==> config.mk <==
export PLATFORM = sky130hd
export DESIGN_NAME = f32_mult_dispatch
export DESIGN_NICKNAME = d
export VERILOG_FILES = /design/src/rtl/f32_mult_dispatch.sv
export SDC_FILE = /design/constraint.sdc
export NUM_CORES = 1
export LEC_CHECK = 0
export BUFFER_PORTS_ARGS = -buffer_cell sky130_fd_sc_hd__buf_2
export CAP_MARGIN = 20
export CORE_ASPECT_RATIO = 0.5
export CORE_MARGIN = 10
export CORE_UTILIZATION = 51
export DETAILED_ROUTE_END_ITERATION = 7
export GPL_ROUTABILITY_DRIVEN = 0
export PLACE_DENSITY_LB_ADDON = 0.08
export SLEW_MARGIN = 40
export SYNTH_ARGS = -nofsm -noshare
export SYNTH_HDL_FRONTEND = slang
export SYNTH_SLANG_ARGS = --single-unit
export TNS_END_PERCENT = 1
==> constraint.sdc <==
create_clock -name clk -period 3.51 [get_ports clk]
set_input_delay 0 -clock clk [delete_from_list [all_inputs] [get_ports clk]]
set_output_delay 0 -clock clk [all_outputs]
set_load 0.02 [all_outputs]
==> src/rtl/f32_mult_dispatch.sv <==
// -----------------------------------------------------------------------------
// f32_mult_dispatch
//
// Operand-side front end for a start/done f32 multiplier core. Operand pairs
// arrive on a valid/ready stream and are queued in a small FIFO. One product at
// a time is issued to the core with a single-cycle start pulse, and the operands
// are held until the core reports done. Each product lands in a valid/ready
// output register with IEEE class flags. A watchdog bounds the wait for done and
// substitutes a quiet NaN flagged as a timeout.
//
// Ports
//   clk, rst_n           clock, asynchronous active-low reset
//   i_in_valid/o_in_ready  operand stream handshake (o_in_ready = !full)
//   i_in_a, i_in_b       operands (f32)
//   o_out_valid/i_out_ready result stream handshake
//   o_out_p              product (f32)
//   o_out_flags          {timeout, nan, inf, zero}
//   o_mul_start          one-cycle start pulse to the core
//   o_mul_a, o_mul_b     registered operands to the core
//   i_mul_done, i_mul_p  core done pulse and product
//   o_busy               FSM not idle or FIFO non-empty
//   o_count              FIFO occupancy
// -----------------------------------------------------------------------------
module f32_mult_dispatch #(
  parameter int DEPTH   = 4,
  parameter int TIMEOUT = 15
) (
  input  logic                         clk,
  input  logic                         rst_n,
  input  logic                         i_in_valid,
  output logic                         o_in_ready,
  input  logic [31:0]                  i_in_a,
  input  logic [31:0]                  i_in_b,
  output logic                         o_out_valid,
  input  logic                         i_out_ready,
  output logic [31:0]                  o_out_p,
  output logic [3:0]                   o_out_flags,
  output logic                         o_mul_start,
  output logic [31:0]                  o_mul_a,
  output logic [31:0]                  o_mul_b,
  input  logic                         i_mul_done,
  input  logic [31:0]                  i_mul_p,
  output logic                         o_busy,
  output logic [$clog2(DEPTH+1)-1:0]   o_count
);

  localparam int AW = $clog2(DEPTH);
  localparam int PW = AW + 1;
  localparam int CW = $clog2(DEPTH + 1);
  localparam int TW = $clog2(TIMEOUT);

  localparam logic [1:0] S_IDLE    = 2'd0;
  localparam logic [1:0] S_ISSUE   = 2'd1;
  localparam logic [1:0] S_WAIT    = 2'd2;
  localparam logic [1:0] S_RECOVER = 2'd3;

  localparam logic [31:0] QNAN = 32'h7FC0_0000;

  // FIFO storage and pointers (extra MSB distinguishes full from empty)
  logic [63:0]   r_mem [DEPTH];
  logic [PW-1:0] r_wr_ptr;
  logic [PW-1:0] r_rd_ptr;

  // Control state
  logic [1:0]    r_state;
  logic [TW-1:0] r_wdog;
  logic          r_live;      // holds in_ready low while in reset
  logic [31:0]   r_mul_a;
  logic [31:0]   r_mul_b;
  logic          r_mul_start;
  logic          r_out_valid;
  logic [31:0]   r_out_p;
  logic [3:0]    r_out_flags;

  logic          w_full;
  logic          w_empty;
  logic          w_push;
  logic          w_pop;
  logic          w_slot_free;
  logic          w_capture;
  logic          w_wdog_hit;
  logic          w_wdog_fire;
  logic [63:0]   w_head;
  logic [7:0]    w_exp;
  logic [22:0]   w_man;
  logic [2:0]    w_class;

  assign w_empty     = (r_wr_ptr == r_rd_ptr);
  assign w_full      = (r_wr_ptr[AW] != r_rd_ptr[AW]) &&
                       (r_wr_ptr[AW-1:0] == r_rd_ptr[AW-1:0]);
  assign o_in_ready  = r_live && !w_full;
  assign w_push      = i_in_valid && o_in_ready;

  // The slot can take a new result if it is empty or being drained this cycle.
  // Popping only when the slot is free guarantees it is empty by capture time.
  assign w_slot_free = !r_out_valid || i_out_ready;
  assign w_pop       = (r_state == S_IDLE) && !w_empty && w_slot_free;
  assign w_head      = r_mem[r_rd_ptr[AW-1:0]];

  assign w_capture   = (r_state == S_WAIT) && i_mul_done;
  assign w_wdog_hit  = (r_wdog == TW'(TIMEOUT - 1));
  assign w_wdog_fire = (r_state == S_WAIT) && !i_mul_done && w_wdog_hit;

  // Class of the core product; denormals are flushed by the core, so exp==0
  // always means zero.
  assign w_exp   = i_mul_p[30:23];
  assign w_man   = i_mul_p[22:0];
  assign w_class = {(&w_exp) && (|w_man),     // nan
                    (&w_exp) && !(|w_man),    // inf
                    !(|w_exp)};               // zero

  // ---------------------------------------------------------------------------
  // FIFO
  // ---------------------------------------------------------------------------
  always_ff @(posedge clk) begin
    if (w_push) begin
      r_mem[r_wr_ptr[AW-1:0]] <= {i_in_a, i_in_b};
    end
  end

  always_ff @(posedge clk or negedge rst_n) begin
    if (!rst_n) begin
      r_wr_ptr <= '0;
      r_rd_ptr <= '0;
      r_live   <= 1'b0;
    end else begin
      r_live <= 1'b1;
      if (w_push) r_wr_ptr <= r_wr_ptr + PW'(1);
      if (w_pop)  r_rd_ptr <= r_rd_ptr + PW'(1);
    end
  end

  // ---------------------------------------------------------------------------
  // Issue FSM and watchdog
  // ---------------------------------------------------------------------------
  always_ff @(posedge clk or negedge rst_n) begin
    if (!rst_n) begin
      r_state     <= S_IDLE;
      r_wdog      <= '0;
      r_mul_a     <= '0;
      r_mul_b     <= '0;
      r_mul_start <= 1'b0;
    end else begin
      r_mul_start <= 1'b0;
      case (r_state)
        S_IDLE: begin
          if (w_pop) begin
            r_mul_a     <= w_head[63:32];
            r_mul_b     <= w_head[31:0];
            r_mul_start <= 1'b1;         // high exactly during ISSUE
            r_state     <= S_ISSUE;
          end
        end
        S_ISSUE: begin
          r_wdog  <= '0;
          r_state <= S_WAIT;
        end
        S_WAIT: begin
          if (i_mul_done) begin
            r_state <= S_IDLE;
          end else if (w_wdog_hit) begin
            r_wdog  <= '0;
            r_state <= S_RECOVER;
          end else begin
            r_wdog <= r_wdog + TW'(1);
          end
        end
        default: begin
          // Absorb a late done from the timed-out op so it cannot be
          // mistaken for the result of the next op.
          if (i_mul_done || w_wdog_hit) begin
            r_state <= S_IDLE;
          end else begin
            r_wdog <= r_wdog + TW'(1);
          end
        end
      endcase
    end
  end

  // ---------------------------------------------------------------------------
  // Output register
  // ---------------------------------------------------------------------------
  always_ff @(posedge clk or negedge rst_n) begin
    if (!rst_n) begin
      r_out_valid <= 1'b0;
      r_out_p     <= '0;
      r_out_flags <= '0;
    end else if (w_capture) begin
      r_out_valid <= 1'b1;
      r_out_p     <= i_mul_p;
      r_out_flags <= {1'b0, w_class};
    end else if (w_wdog_fire) begin
      r_out_valid <= 1'b1;
      r_out_p     <= QNAN;
      r_out_flags <= 4'b1000;
    end else if (i_out_ready) begin
      r_out_valid <= 1'b0;
    end
  end

  assign o_out_valid = r_out_valid;
  assign o_out_p     = r_out_p;
  assign o_out_flags = r_out_flags;
  assign o_mul_start = r_mul_start;
  assign o_mul_a     = r_mul_a;
  assign o_mul_b     = r_mul_b;
  assign o_busy      = (r_state != S_IDLE) || !w_empty;
  assign o_count     = CW'(r_wr_ptr - r_rd_ptr);

endmodule

Word-level counts from Yosys, hierarchy flattened

Memory sizes are Yosys's and may differ from the RTL's. A register that Yosys moved wholly into a read port is not among the register bits.
Cells that the tools add are included.

$add $sub $neg: 4
Eq/ne operators: 10
Mux-type cells: 20
Bitwise gates (word level): 1
Reductions and logical operators: 31

Operators by type and width:

| kind                                                                    | number |
|---|---|
| 32-bit 2-to-1 mux                                                       | 2 |
| 23-bit OR reduction                                                     | 1 |
| 4-bit 2-to-1 mux                                                        | 5 |
| 4-bit case mux with 3 select lines                                      | 1 |
| 1-bit logical AND                                                       | 10 |
| 2-bit 2-to-1 mux                                                        | 4 |
| 8-bit AND reduction                                                     | 1 |
| 8-bit OR reduction                                                      | 1 |
| 1-bit logical NOT                                                       | 7 |
| 1-bit 2-to-1 mux                                                        | 7 |
| 3-bit by 1-bit adder with 3-bit output, second input constant           | 2 |
| 2-bit case mux with 3 select lines                                      | 1 |
| 3-bit AND reduction                                                     | 2 |
| 4-bit by 1-bit adder with 4-bit output, second input constant           | 1 |
| 4-bit equality test, second input constant                              | 1 |
| 2-bit inequality test, second input constant                            | 2 |
| 2-bit nonzero test                                                      | 2 |
| 4-bit nonzero test                                                      | 1 |
| 3-bit equality test                                                     | 1 |
| 1-bit logical OR                                                        | 3 |
| 3-bit by 2-bit inequality test with 1-bit output, second input constant | 1 |
| 3-bit inequality test, second input constant                            | 1 |
| 3-bit nonzero test                                                      | 1 |
| 3-bit subtractor                                                        | 1 |
| other kinds (7)                                                         | 7 |

Flip-flop bits (word level): 51
RAM bits: 256
Bits of input ports: 101
Output and inout port bits: 107
Logic and storage cells: 76
Memories: 1

Memory list:

| name  | words | bits a word | rd ports | clocked after memory_dff | write ports | line | source |
|---|---|---|---|---|---|---|---|
| r_mem | 4     | 64          | 1        | 1                        | 1           | 60   | `logic [63:0] r_mem [DEPTH];` |

Logic depth before layout (Yosys ltp)

Gate-level depths: netlist of the first run.

Depth in word-level cells: 7
Depth in mapped cells: 11
Depth with buffers taken out: 6

Worst setup path before layout of the first run

No wires, ideal clock.

Path kind: register to register
Start: register r_rd_ptr[1]
End: memory r_mem[3][0] (enable)
Setup time: 431 ps
Arrival: 3212 ps
Required time: 3079 ps
Slack: -132 ps
Cell stages (with the launch flop): 8
Path buffers: 2
Clock period less this slack: 3642 ps
Cell sequence: dfrtp_1 -> buf_2 -> buf_1 -> inv_1 -> ha_1 -> nand2_1 -> o211a_1 -> and2_1

Word-level cells in the longest chain between the ends: 7

RTL lines:

| what                                   | line | source |
|---|---|---|
| start: declaration                     | 62   | `logic [PW-1:0] r_rd_ptr;` |
| start signal: assignment               | 129  | `if (w_pop) r_rd_ptr <= r_rd_ptr + PW'(1);` |
| 2-bit equality test                    | 90   | `(r_wr_ptr[AW-1:0] == r_rd_ptr[AW-1:0]);` |
| 1-bit logical AND                      | 89   | `assign w_full = (r_wr_ptr[AW] != r_rd_ptr[AW]) &&` |
| 1-bit logical NOT                      | 91   | `assign o_in_ready = r_live && !w_full;` |
| 1-bit logical AND                      | 91   |  |
| 1-bit logical AND                      | 92   | `assign w_push = i_in_valid && o_in_ready;` |
| 1-bit 2-to-1 mux                       | 116  | `if (w_push) begin` |
| 1-bit 2-to-1 mux (not written as such) | 117  | `r_mem[r_wr_ptr[AW-1:0]] <= {i_in_a, i_in_b};` |
| end: declaration                       | 60   |  |

No other way between the ends.

Worst setup path in the final report of the first run

Start: register r_wr_ptr[0]
End: memory r_mem[3][10] (enable)

Word-level cells in the longest chain between the ends: 7

RTL lines:

| what                                   | line | source |
|---|---|---|
| start: declaration                     | 61   | `logic [PW-1:0] r_wr_ptr;` |
| start signal: assignment               | 128  | `if (w_push) r_wr_ptr <= r_wr_ptr + PW'(1);` |
| 2-bit equality test                    | 90   |  |
| 1-bit logical AND                      | 89   |  |
| 1-bit logical NOT                      | 91   |  |
| 1-bit logical AND                      | 91   |  |
| 1-bit logical AND                      | 92   |  |
| 1-bit 2-to-1 mux                       | 116  |  |
| 1-bit 2-to-1 mux (not written as such) | 117  |  |

Several ways; a longest one is shown, not always the timed one.

==> results of run 1 <==
## worst register-to-register path, cell delays in order, from the launching register on
cell and delay (ns):
dfrtp_1 0.40, inv_1 0.15, ha_1 0.29, nand2_1 0.14
o211a_1 0.29, and2_4 0.50, buf_4 0.35
## metrics by stage
stage / cell area [sq um] / std cells / total power [mW] / util
6_report: 17400 / 1361 / 14.7 / 0.651
5_1_grt: 17400 / 1361 / 15.5 / 0.651
4_1_cts: 17400 / 1361 / 14.9 / 0.651
3_5_place_dp: 15400 / 1203 / 11.6 / 0.578
3_3_place_gp: 15400 / 1203 / 11.5 / 0.577
2_1_floorplan: 13900 / 662 / 9.98 / -
## worst max path at each step
stage | start | end | slack [ns]
final | r_wr_ptr[0] | r_mem[3][10] | 1.08
after global routing | r_wr_ptr[0] | r_mem[3][10] | 0.90
after CTS | r_wr_ptr[0] | r_mem[3][13] | 1.08
after detailed placement | r_wr_ptr[0] | r_mem[1][19] | 1.09
after global placement | r_wr_ptr[0] | r_mem[3][13] | 1.13
after floorplan | r_rd_ptr[1] | r_mem[0][0] | -0.10
## cells in the mapped netlist, types with 5 or more instances
cell type | instances | area [sq um]
mux4_2 | 64 | 1440
nand2_1 | 13 | 48.8
nor4_1 | 7 | 43.8
o21ai_0 | 9 | 45.0
buf_4 | 6 | 45.0
and2_1 | 5 | 31.3
inv_1 | 10 | 37.5
ha_1 | 13 | 163
o22a_1 | 9 | 78.8
a22o_1 | 25 | 219
buf_6 | 7 | 78.8
dfrtp_1 | 115 | 2880
clkbuf_1 | 8 | 30.0
edfxtp_1 | 256 | 7690
mux2_2 | 59 | 664
mux2_4 | 5 | 75.1
## flip-flops by register name, indices dropped and copies added (netlist names)
signal,cells
r_wr_ptr,3
r_wdog,4
o_mul_b,32
o_out_flags,4
r_mem,256
o_out_valid,1
o_mul_start,1
r_live,1
r_state,2
r_rd_ptr,3
o_mul_a,32
o_out_p,32
## cell type report
| class | instances | area, sq um |
|---|---|---|
| clock inverters | 14 | 92.6 |
| well taps | 352 | 440 |
| fillers | 1838 | 9330 |
| multi-input cells | 252 | 3160 |
| clock buffers | 44 | 845 |
| inverters | 10 | 37.5 |
| repair buffers | 318 | 2220 |
| flip-flops and latches | 371 | 10600 |
## layer usage
metal,up-vias,global-route usage,share of wire
li1,3308,-,-
met1,3833,0.219,0.42
met2,200,0.303,0.50
met3,37,0.0416,0.062
met4,0,0.0383,0.015
met5,-,0,0
## layout by cell type (no fill, tap or decap), types with 7 or more instances in the layout
master,synthesis,routed
dlygate4sd3_1,0,100
edfxtp_1,256,256
clkinv_2,0,7
ha_1,13,13
buf_2,4,206
o22a_1,9,9
inv_1,10,10
nand2_1,13,13
nor4_1,7,7
o21ai_0,9,9
clkbuf_1,8,11
clkbuf_16,0,31
mux4_2,64,64
mux2_2,59,59
dfrtp_1,115,113
a22o_1,25,25
buf_12,0,7
## cells by family after synthesis
| logic type | Yosys count | synth area share |
|---|---|---|
| flops | 371 | 0.758 |
| buf+inv | 39 | 0.0171 |
| xor+xnor | 8 | 0.00503 |
| other cells | 1 | 0.000269 |
| mux | 131 | 0.159 |
| simple gates | 43 | 0.0160 |
| fa+ha+maj | 14 | 0.0131 |
| compound gates | 55 | 0.0320 |
## power by group through the flow
| stage | Clock [mW] | Sequential, mW | Combinational [mW] |
|---|---|---|---|
| after CTS | 3.33 | 6.22 | 5.36 |
| after floorplan | 0 | 6.91 | 3.07 |
| after global routing | 3.50 | 6.31 | 5.70 |
| final | 3.25 | 6.20 | 5.26 |
| after global placement | 0 | 6.26 | 5.20 |
| after detailed placement | 0 | 6.31 | 5.25 |
## repair_timing
action / 4_1_cts / 5_1_grt
hold buffers: 100 / 0
hold endpoints to repair: 369 / 0
gates resized for setup: 0 / 0
setup endpoints to repair: 0 / 0
==> flow_summary.yaml, run 1 <==
outcome:
  outcome: "complete, no violations"
clock_tree:
  cts.reportedPaths.clkPinSlew_ns: 0.06
  cts_buffers: 31
  clock_path_buffers: 3
  htree_num_levels: 1
  cts_num_sinks: 371
  worstSkewPairLatency_ns: 0.57
  post_cts_buffers: 0
  tritoncts: "yes"
  cts-root-buf: "clkbuf_16"
sta:
  fin_skew_ns: 0.0123
  period_share: 0.692
  fin_crit_ns: 2.43
  whs_ns: 0.0188
  setup_viol: 0
  tns_ns: 0
  slew_viol_final: 0
  max_slew_margin: 0.494
  worst_slew_pin_slew_ns: 0.759
  hold_violations: 0
  setup_slack_ns: 1.08
  rsz0062_at_grt: "no"
  fmax_mhz: 412
drt:
  drtPass1Iterations: 4
  routed_wl_um: 30000
  via_count: 7378
  avgViaCountPerCell: 5.42
  drtIter0Drc: 424
  antenna_left: 0
  drc: 0
  wl_per_cell_um: 22.0
die:
  chipWidth_um: 254
  num_io_pins: 208
  initial_utilization: 0.522
  dieArea_sq_um: 34700
  rows: 42
  die_h_um: 137
  core_area_sq_um: 26700
yosys:
  synth-main-ff-cell: "edfxtp_1"
  netlist_area_sq_um: 13900
  synth_edf_count: 256
  async_flop_share: 0.310
  syn_nets: 777
  synth_seq_cells: 371
  synth.avg_cell_area_sq_um: 21.1
  synth-seq-area-share: 0.758
  ys_types: 44
  synth_warnings: 0
  synthCells: 662
power_and_ir_drop:
  p_sw_mw: 4.80
  combPwrFrac: 0.357
  pwr-share-clk: 0.221
  p_seq_frac: 0.422
  swShare: 0.326
  powerDensity_nw_per_um2: 847
  peakVddDrop_mv: 0.799
  cellLeakagePower_nw: 6.57
  p_int_mw: 9.91
critical_path:
  path_cells: "inv_1 -> ha_1 -> nand2_1 -> o211a_1 -> and2_4 -> buf_4"
  setup.worst_path.start_class: "register"
  cp.required_ns: 3.77
  cp_num_cells: 6
  r2r_start: "r_wr_ptr[0]"
  slowest_delay_ns: 0.50
  crit_buf_inv: 2
  rr_endpoint: "r_mem[3][10]"
  crit_family: "simple AND/OR/NAND/NOR gates"
  worstSetupPathType: "reg -> reg"
  path_max_fanout: 29
  reg2reg_slack_ns: 1.08
  r2r_cells: 6
  crit_path_end_kind: "register"
  arrival_ns: 2.68
  cpMaxStageDelayCell: "and2_4"
grt:
  grt.total_usage: 0.174
  antenna_found_initial: 0
  grt_max_degree: 75
  grt_pass1_vias: 8002
  grt_pass1_wl_um: 47000
  grt_overflow: 0
cells_and_area:
  final_nets: 1099
  drive_above_1_share: 0.394
  antenna-diode-count: 0
  synthToLayoutAreaGrowth_pct: 24.6
placed_design:
  dp_hpwl_um: 18400
  io_buffers: 207
  pre_cts_slack_ns: 1.09
min_path:
  holdCritPathClass: "in -> async"
job:
  drv_cap: 0
No activity file was read; power rests on OpenSTA's default activity.
==> run 2: changes to the inputs <==
- clock period: 3.51 -> 2.2 ns (I/O delays scaled with it)
==> flow_summary.yaml, run 2 (synthesized netlist as in run 1, its figures left out) <==
outcome:
  outcome: "finished, violations left"
  failed_checks: "hold timing"
clock_tree:
  cts_buffers: 31
  htree_num_levels: 1
  cts.reportedPaths.clkPinSlew_ns: 0.07
  tritoncts: "yes"
  cts-root-buf: "clkbuf_16"
  cts_num_sinks: 371
  clock_path_buffers: 3
  worstSkewPairLatency_ns: 0.57
  post_cts_buffers: 0
sta:
  rsz0062_at_grt: "no"
  tns_ns: 0
  setup_viol: 0
  worst_slew_pin_slew_ns: 0.578
  fin_skew_ns: 0.0119
  max_slew_margin: 0.615
  fin_crit_ns: 2.11
  slew_viol_final: 0
  whs_ns: -0.00370
  setup_slack_ns: 0.0889
  period_share: 0.960
  fmax_mhz: 474
  hold_violations: 6
critical_path:
  crit_path_end_kind: "register"
  setup.worst_path.start_class: "register"
  worstSetupPathType: "reg -> reg"
  path_max_fanout: 9
  r2r_cells: 7
  cp.required_ns: 2.65
  arrival_ns: 2.56
die:
  dieArea_sq_um: 34700
  core_area_sq_um: 26700
  rows: 42
  die_h_um: 137
  num_io_pins: 208
  initial_utilization: 0.522
  chipWidth_um: 254
drt:
  via_count: 7570
  drc: 0
  drtIter0Drc: 488
  drtPass1Iterations: 4
  antenna_left: 0
  wl_per_cell_um: 22.6
  avgViaCountPerCell: 5.45
  routed_wl_um: 31400
cells_and_area:
  final_cell_mix: "edfxtp_1, buf_2, dfrtp_1"
  synthToLayoutAreaGrowth_pct: 27.7
  n_fill_cell: 1780
  drive_above_1_share: 0.406
  final_common_cell: "edfxtp_1"
  largest_reg_flops: 256
  final_nets: 1126
  finalNonFillerCells: 1390
grt:
  grt_pass1_wl_um: 49200
  met2_usage: 0.305
  grt_util_met3: 0.0424
  grt_max_degree: 58
  grt_overflow: 0
  top_usage_layer: "met2"
  antenna_found_initial: 2
  grt_util_met1: 0.244
  grt_pass1_vias: 8286
  grt.total_usage: 0.182
placed_design:
  dp_hpwl_um: 18800
  placed_cells: 1220
  io_buffers: 207
  pre_cts_slack_ns: 0.194
min_path:
  holdCritPathClass: "in -> async"
power_and_ir_drop:
  powerDensity_nw_per_um2: 1370
  cellLeakagePower_nw: 6.74
  peakVddDrop_mv: 0.835
job:
  drv_cap: 0
==> run 2: what timing repair did <==
item	in CTS	in global routing
gates resized for setup	1	3
hold buffers	109	0
cloned	1	0
setup endpoints to repair	1	10
endpoints found under the hold margin	391	0
==> run 2: path summary, 6_finish.rpt <==
path / from / to / slack (ns)
min: rst_n / o_mul_a[19] / -0.004
max reg2reg: r_wdog[0] / o_out_p[24] / 0.09
max: r_wdog[0] / o_out_p[24] / 0.09
min in group clk: i_in_b[18] / r_mem[2][18] / 0.19
max in group asynchronous: rst_n / o_mul_a[2] / 1.40
min reg2reg: o_out_flags[2] / o_out_flags[2] / 0.49
==> run 2: report_power, final <==
part	total, mW	switching [mW]	leakage (nW)	internal (mW)
sequential	9.93	0.762	3.69	9.16
clock	5.43	2.41	0.477	3.02
combinational	9.02	4.71	2.57	4.31
total	24.4	7.88	6.74	16.5
==> run 2: metrics by stage <==
step                      hold slack, ns  instance area (sq um)   util  power [mW]
final                           -0.00370                  17800  0.667        24.4
after detailed placement          0.0509                  15700  0.587        18.8
after CTS                         0.0269                  17800  0.666        24.6
after global placement            0.0445                  15700  0.587        18.6
after floorplan                   -0.296                  14000      -        16.0
after global routing              0.0566                  17800  0.667        25.7
==> run 2: area by class of cell <==
cell class	count	area, sq um	share of cell area
flip-flops and latches	371	10600	0.594
multi-input cells	252	3190	0.179
repair buffers	345	2570	0.144
clock buffers	49	893	0.0502
well taps	352	440	0.0247
clock inverters	9	101	0.00569
inverters	10	37.5	0.00211
diodes	2	5.00	0.000281
==> run 2: per-layer routing <==
metal  share of wire  wire, um
met1            0.43     13600
met2            0.49     15500
met3           0.059      1860
met4           0.015       483
met5               0         0
==> run 2: critical path, cell delays in order (launching register included) <==
cell and delay (ns):
dfrtp_1 0.40, inv_1 0.06, ha_1 0.22, a31oi_2 0.28
nor2_1 0.08, buf_4 0.17, o22a_1 0.20, dlygate4sd3_1 0.58
